[src/rtl/exh_seq_pkg.sv]
// Shared types and the MISR step for the exhaustive vector sequencer.
// The MISR step works on a 64-bit carrier so one function serves any SIG_W up to 64.
package exh_seq_pkg;

    typedef enum logic [2:0] {
        IDLE,
        SETTLE,
        CAPTURE,
        EMIT,
        DONE
    } state_t;

    localparam logic [15:0] MISR_POLY = 16'h1021;

    function automatic logic [63:0] misr_step(
        input logic [63:0] sig,
        input logic [63:0] resp,
        input int unsigned w
    );
        logic [63:0] mask;
        logic [63:0] msb_sh;
        logic [63:0] nxt;
        mask   = (w >= 32'd64) ? '1 : ((64'd1 << w) - 64'd1);
        msb_sh = sig >> (w - 32'd1);
        nxt    = (sig << 1) ^ resp;
        if (msb_sh[0]) begin
            nxt = nxt ^ {48'd0, MISR_POLY};
        end
        return nxt & mask;
    endfunction

endpackage

[src/rtl/exh_misr.sv]
// Response signature register: folds one response per enable into a SIG_W MISR.
// Latency: updates on the enabling edge; clear wins over enable; no backpressure.
module exh_misr
    import exh_seq_pkg::*;
#(
    parameter int SIG_W = 16,
    parameter int N_OUT = 1
) (
    input  logic             CK,
    input  logic             reset,
    input  logic             clr,
    input  logic             en,
    input  logic [N_OUT-1:0] resp_i,
    output logic [SIG_W-1:0] sig
);

    always_ff @(posedge CK or posedge reset) begin
        if (reset) begin
            sig <= '0;
        end else if (clr) begin
            sig <= '0;
        end else if (en) begin
            sig <= SIG_W'(misr_step(64'(sig), 64'(resp_i), 32'(SIG_W)));
        end
    end

endmodule

[src/rtl/exhaustive_vector_sequencer.sv]
// Walks every N_IN-bit vector into a block under test and streams (vector, response) records.
// Latency: SETTLE_CYC+2 cycles per vector with the sink always ready.
// Backpressure: a stalled record holds the FSM in EMIT with vec_o and the record frozen.
module exhaustive_vector_sequencer
    import exh_seq_pkg::*;
#(
    parameter int N_IN       = 5,
    parameter int N_OUT      = 1,
    parameter int SETTLE_CYC = 1,
    parameter int SIG_W      = 16
) (
    input  logic             CK,
    input  logic             reset,
    input  logic             start,
    input  logic             abort,
    output logic [N_IN-1:0]  vec_o,
    input  logic [N_OUT-1:0] resp_i,
    output logic             rec_valid,
    input  logic             rec_ready,
    output logic [N_IN-1:0]  rec_vec,
    output logic [N_OUT-1:0] rec_resp,
    output logic             busy,
    output logic             done,
    output logic [SIG_W-1:0] signature
);

    localparam int CNT_W = (SETTLE_CYC > 1) ? $clog2(SETTLE_CYC) : 1;
    localparam logic [CNT_W-1:0] CNT_LOAD = CNT_W'(SETTLE_CYC - 1);
    localparam logic [N_IN-1:0]  VEC_LAST = '1;

    state_t           state;
    logic [CNT_W-1:0] settle_cnt;
    logic             sweep_go;
    logic             cap_en;

    // abort outranks start even in DONE, so a start+abort pair never begins a sweep
    assign sweep_go = ((state == IDLE) || (state == DONE)) && start && !abort;
    assign cap_en   = (state == CAPTURE) && !abort;

    always_ff @(posedge CK or posedge reset) begin
        if (reset) begin
            state      <= IDLE;
            settle_cnt <= '0;
            vec_o      <= '0;
            rec_valid  <= 1'b0;
            rec_vec    <= '0;
            rec_resp   <= '0;
            busy       <= 1'b0;
            done       <= 1'b0;
        end else if (abort && (state != IDLE)) begin
            state     <= IDLE;
            rec_valid <= 1'b0;
            busy      <= 1'b0;
            done      <= 1'b0;
        end else begin
            case (state)
                IDLE, DONE: begin
                    if (sweep_go) begin
                        state      <= SETTLE;
                        settle_cnt <= CNT_LOAD;
                        vec_o      <= '0;
                        busy       <= 1'b1;
                        done       <= 1'b0;
                    end
                end
                SETTLE: begin
                    if (settle_cnt == '0) begin
                        state <= CAPTURE;
                    end else begin
                        settle_cnt <= settle_cnt - 1'b1;
                    end
                end
                CAPTURE: begin
                    rec_vec   <= vec_o;
                    rec_resp  <= resp_i;
                    rec_valid <= 1'b1;
                    state     <= EMIT;
                end
                EMIT: begin
                    if (rec_ready) begin
                        rec_valid <= 1'b0;
                        if (vec_o == VEC_LAST) begin
                            state <= DONE;
                            busy  <= 1'b0;
                            done  <= 1'b1;
                        end else begin
                            vec_o      <= vec_o + 1'b1;
                            settle_cnt <= CNT_LOAD;
                            state      <= SETTLE;
                        end
                    end
                end
                default: begin
                    state <= IDLE;
                    busy  <= 1'b0;
                end
            endcase
        end
    end

    exh_misr #(
        .SIG_W (SIG_W),
        .N_OUT (N_OUT)
    ) u_misr (
        .CK     (CK),
        .reset  (reset),
        .clr    (sweep_go),
        .en     (cap_en),
        .resp_i (resp_i),
        .sig    (signature)
    );

endmodule
[config.mk]
export PLATFORM = sky130hd
export DESIGN_NAME = exhaustive_vector_sequencer
export DESIGN_NICKNAME = d
export VERILOG_FILES = /design/src/rtl/exh_seq_pkg.sv /design/src/rtl/exh_misr.sv /design/src/rtl/exhaustive_vector_sequencer.sv
export SDC_FILE = /design/constraint.sdc
export NUM_CORES = 1
export LEC_CHECK = 0
export CORE_MARGIN = 2
export CORE_UTILIZATION = 50
export DETAILED_ROUTE_END_ITERATION = 7
export GPL_ROUTABILITY_DRIVEN = 0
export PLACE_DENSITY = 0.87
export SYNTH_ARGS = -nofsm -noshare
export SYNTH_HDL_FRONTEND = slang
export SYNTH_SLANG_ARGS = --single-unit
[constraint.sdc]
create_clock -name CK -period 3.7 [get_ports CK]
set_input_delay 0.37 -clock CK [delete_from_list [all_inputs] [get_ports CK]]
set_output_delay 0.37 -clock CK [all_outputs]
set_load 0.01 [all_outputs]
==> impl_metrics.json, run 1 <==
{
  "outcome": "complete, no violations",
  "detail-route-antenna-nets": 0,
  "cts_resized": 0,
  "cts_inserted_buffers": 5,
  "wl_mm": 3.02,
  "arrival_ns": 2.38,
  "setup_viol": 0,
  "core_area_um2": 2980,
  "die_w_um": 59.3,
  "portBuffers": 35,
  "synth_nets": 135,
  "start_util": 0.513,
  "place_hpwl_mm": 2.10,
  "synth_area_leaders": "dfrtp_1 (54%), a22o_1 (7.4%), mux2_2 (4.4%)",
  "hold_class": "in -> async",
  "leakage_nw": 0.879,
  "cts_setup_buffers": 0,
  "reg2reg_from": "vec_o[0]",
  "ys_warn_count": 0,
  "final_layout_size_suffix_gt1_frac": 0.128,
  "grt_pass1_wl_mm": 5.22,
  "via_per_inst": 5.81,
  "pwr_density_cell_nw_per_um2": 382,
  "drv_cap": 0,
  "grt_max_degree": 34,
  "synth.top_cell.area_share": 0.540,
  "synth_ff_type": "dfrtp_1",
  "worstSkewPairLatency_ns": 0.34,
  "ys_seq_area_frac": 0.540,
  "finalCritPeriodShare": 0.583,
  "syn_area_um2": 1530,
  "synth_edf_count": 0,
  "synth_top_cell_by_area": "dfrtp_1",
  "yosysMostFrequentCell": "dfrtp_1",
  "critical_path_class": "reg -> reg",
  "worstSetupStartpoint": "vec_o[0]",
  "startpoint_type": "flop",
  "antenna_found_initial": 0,
  "clockBufferDepth": 2,
  "cts_tree": "done",
  "synthArstFlopShare": 1.00,
  "syn_area_per_cell_um2": 12.0,
  "rows": 20,
  "hold_viol_final": 0,
  "syn_inst": 127,
  "synth_cell_types": 40,
  "cp_max_fo": 6,
  "path_clk_slew_ns": 0.10,
  "finalSetupTns_ns": 0,
  "drtPass1Iterations": 5,
  "irDropWorstVdd_mv": 0.252,
  "drtIter0Drc": 13,
  "relSlewSlack": 0.234,
  "finClkSkew_ns": 0.00638,
  "synthTopCellsByCount": "dfrtp_1 (33), a22o_1 (13), nor2_1 (7), mux2_2 (6), nand2_1 (5)",
  "num_vias": 1145,
  "yosys_register_bits": 33,
  "clkSinkCount": 33,
  "report.final.slew_viol_count": 0,
  "diodes": 0,
  "wl_per_cell_um": 15.3,
  "cts-root-buf": "clkbuf_4",
  "n_fill_cell": 229,
  "die_h_um": 59.3,
  "holdBufCountCts": 0,
  "grt_pass1_vias": 1149,
  "worst_setup_path_end_kind": "flop",
  "grt_usage": 0.199,
  "drc": 0,
  "grt-ovfl-total": 0,
  "final_nets": 171,
  "die_area_um2": 3520,
  "reg2reg_slack_ns": 1.54,
  "tightest_slew_ns": 1.14,
  "fin_area_um2": 1960,
  "rsz0062_at_grt": "false",
  "fmax_mhz": 464,
  "fin_crit_ns": 2.16,
  "cp_data_required_time_ns": 3.92,
  "post_dp_cell_area_um2": 1890,
  "area_growth_pct": 28.4,
  "cts_htree_levels": 2,
  "io_pins": 36
}
==> final timing paths <==
kind	depth (start not counted)	endpoint
max	6	vec_o[0]
min	3	u_misr.sig[2]
max reg2reg	6	vec_o[0]
min reg2reg	1	busy
max in group asynchronous	3	vec_o[3]
min in group CK	1	busy
==> cell type report <==
cell class	instances	area [um^2]	area share
sequential	33	826	0.421
multi-input combinational	82	646	0.329
timing repair buffer	37	365	0.186
clock buffer	7	65.1	0.0331
tap	33	41.3	0.0210
inverter	4	15.0	0.00765
clock inverter	1	5.00	0.00255
==> flip-flops by register name (all words and copies together) (netlist names) <==
register,count
done,1
rec_resp,1
rec_valid,1
busy,1
u_misr.sig,16
vec_o,5
state,3
rec_vec,5
==> cells by family after synthesis <==
kind of cell,after synthesis,share of synthesized area
buffers and inverters,12,0.0376
muxes,11,0.0802
DFF,33,0.540
and+or+nand+nor,37,0.160
xor gates and xnor gates,3,0.0172
adders and majority gates,2,0.0164
AOI/OAI and AO/OA,29,0.149
==> per-stage QoR <==
| step | util | hold WS (ns) | worst slack (ns) | cells | total power, W |
|---|---|---|---|---|---|
| 3_5_place_dp | 0.636 | 0.488 | 1.19 | 189 | 0.000529 |
| 4_1_cts | 0.659 | 0.421 | 1.56 | 197 | 0.000759 |
| 3_3_place_gp | 0.636 | 0.488 | 1.24 | 189 | 0.000525 |
| 2_1_floorplan | - | 0.499 | 1.69 | 127 | 0.000474 |
| 6_report | 0.659 | 0.411 | 1.54 | 197 | 0.000750 |
| 5_1_grt | 0.659 | 0.454 | 1.42 | 197 | 0.000785 |
==> critical path, stage by stage (launching register included) <==
cell and delay, ns:
dfrtp_1 0.45, ha_1 0.25, and3_1 0.19, ha_1 0.24
nand4bb_1 0.27, a221o_1 0.38, mux2_4 0.27
==> cells in the final DEF (no fill, tap or decap), drive strengths merged, types with 2 or more instances in the layout <==
cell type,count
a21oi,3
a22o,13
a31oi,2
and2,2
and3,2
buf,2
clkbuf,7
clkdlybuf4s50,35
dfrtp,33
ha,2
inv,4
mux2,7
mux2i,4
nand2,5
nand3,2
nand3b,2
nor2,7
nor2b,3
nor3,2
nor3b,2
nor4,2
nor4b,2
o21ai,3
xor2,3
==> metal layers <==
layer	part of all wire	vias up	track usage
li1	-	546	-
met1	0.44	548	0.253
met2	0.47	46	0.320
met3	0.071	5	0.0655
met4	0.013	0	0.0682
met5	0	-	0
==> where the power goes <==
part	switching, W	internal (W)
logic	0.0000527	0.0000660
clock network	0.000120	0.000110
registers	0.0000213	0.000380
No activity file was read; power rests on OpenSTA's default activity.
==> inputs of run 2 (changes only) <==
Settings changed: CORE_UTILIZATION 50 to 49, PLACE_DENSITY 0.87 to 0.86.
Clock period 3.7 ns to 2.2 ns, I/O delays scaled along.
==> impl_metrics.json, run 2 (same netlist as run 1, synthesis figures left out) <==
{
  "outcome": "complete, no violations",
  "path_clk_slew_ns": 0.10,
  "io_pins": 36,
  "finalCritPeriodShare": 0.957,
  "finClkSkew_ns": 0.00598,
  "cp_max_fo": 6,
  "leakage_nw": 0.905,
  "total_power_w": 0.00128,
  "fin_util": 0.666,
  "most-common-layout-cells": "clkdlybuf4s50_1 (35), dfrtp_1 (33), a22o_1 (13)",
  "worstSkewPairLatency_ns": 0.33,
  "top_register": "u_misr.sig",
  "cp_data_required_time_ns": 2.43,
  "reg2reg_from": "vec_o[1]",
  "grt_pass1_wl_mm": 5.41,
  "biggestRegsByFlops": "u_misr.sig x16, rec_vec x5, vec_o x5",
  "holdBufCountCts": 0,
  "relSlewSlack": 0.526,
  "tightest_slew_ns": 0.706,
  "via_per_inst": 5.85,
  "arrival_ns": 2.33,
  "wl_per_cell_um": 16.0,
  "dp.cells": 194,
  "n_fill_cell": 234,
  "cts_tree": "done",
  "hold_class": "in -> async",
  "grt-ovfl-total": 0,
  "finalSetupTns_ns": 0,
  "die_w_um": 59.9,
  "finalNonFillerCells": 202,
  "drc": 0,
  "irDropWorstVdd_mv": 0.575,
  "final_layout_size_suffix_gt1_frac": 0.154,
  "fin_crit_ns": 2.11,
  "critical_path_class": "reg -> reg",
  "final_nets": 176,
  "wl_mm": 3.22,
  "die_area_um2": 3580,
  "area_growth_pct": 30.9,
  "diodes": 0,
  "cts_htree_levels": 2,
  "setup_viol": 0,
  "clkSinkCount": 33,
  "cts_resized": 0,
  "rr_worst_depth": 6,
  "cts_inserted_buffers": 5,
  "pwr_density_cell_nw_per_um2": 638,
  "antenna_found_initial": 0,
  "hold_viol_final": 0,
  "fmax_mhz": 475,
  "worst_setup_path_end_kind": "flop",
  "reg2reg_slack_ns": 0.09,
  "grt_pass1_vias": 1137,
  "largest_reg_flops": 16,
  "post_dp_cell_area_um2": 1930,
  "core_area_um2": 3000,
  "drtIter0Drc": 18,
  "cts_setup_buffers": 0,
  "fin_area_um2": 2000,
  "grt_max_degree": 34,
  "report.final.slew_viol_count": 0,
  "r2r-end": "vec_o[0]",
  "cts-root-buf": "clkbuf_4",
  "num_vias": 1181,
  "clockBufferDepth": 2,
  "place_hpwl_mm": 2.27,
  "grt_usage": 0.207,
  "detail-route-antenna-nets": 0,
  "startpoint_type": "flop",
  "die_h_um": 59.9,
  "portBuffers": 35,
  "final_common_cell": "clkdlybuf4s50_1",
  "drv_cap": 0,
  "rsz0062_at_grt": "false",
  "rows": 20,
  "drtPass1Iterations": 4,
  "start_util": 0.509
}
## run 2: cell types whose count changed in the layout (fill, tap and decap cells not counted), sizes merged
cell,before,now
buf,2,7
## run 2: how the worst max path moves through the flow
stage	start	end	cells past startpoint
2_1_floorplan	vec_o[0]	vec_o[0]	6
3_3_place_gp	vec_o[1]	vec_o[0]	6
3_5_place_dp	vec_o[1]	vec_o[0]	6
4_1_cts	vec_o[1]	vec_o[0]	6
5_1_grt	vec_o[1]	vec_o[0]	6
6_report	vec_o[1]	vec_o[0]	6
## run 2: worst max-delay path: stages (launching register included)
cell and delay [ns]:
dfrtp_1 0.44, ha_1 0.24, and3_1 0.20, ha_1 0.24
nand4bb_1 0.26, a221o_1 0.37, mux2_4 0.26
## run 2: per-layer routing
metal | routed length (um) | global-route usage
met5 | 0 | 0
met4 | 23 | 0.0730
met3 | 187 | 0.0671
met2 | 1550 | 0.320
met1 | 1460 | 0.273
## run 2: final cells by class
type,instances,area (um^2),area share
flip-flops and latches,33,826,0.413
well taps,33,41.3,0.0206
multi-input cells,82,646,0.323
repair buffers,42,403,0.201
clock inverters,1,5.00,0.00250
clock buffers,7,65.1,0.0325
inverters,4,15.0,0.00750
## run 2: power breakdown
part | total [W] | switching (W) | internal, W
logic | 0.000218 | 0.0000995 | 0.000118
registers | 0.000670 | 0.0000303 | 0.000640
clock network | 0.000388 | 0.000203 | 0.000185
total | 0.00128 | 0.000332 | 0.000943
## run 2: metrics by stage
| step | setup slack [ns] | hold slack [ns] |
|---|---|---|
| after detailed placement | 0.116 | 0.496 |
| after global routing | 0.0292 | 0.288 |
| after global placement | 0.205 | 0.491 |
| after CTS | 0.0989 | 0.273 |
| after floorplan | 0.192 | 0.349 |
| final | 0.0945 | 0.275 |
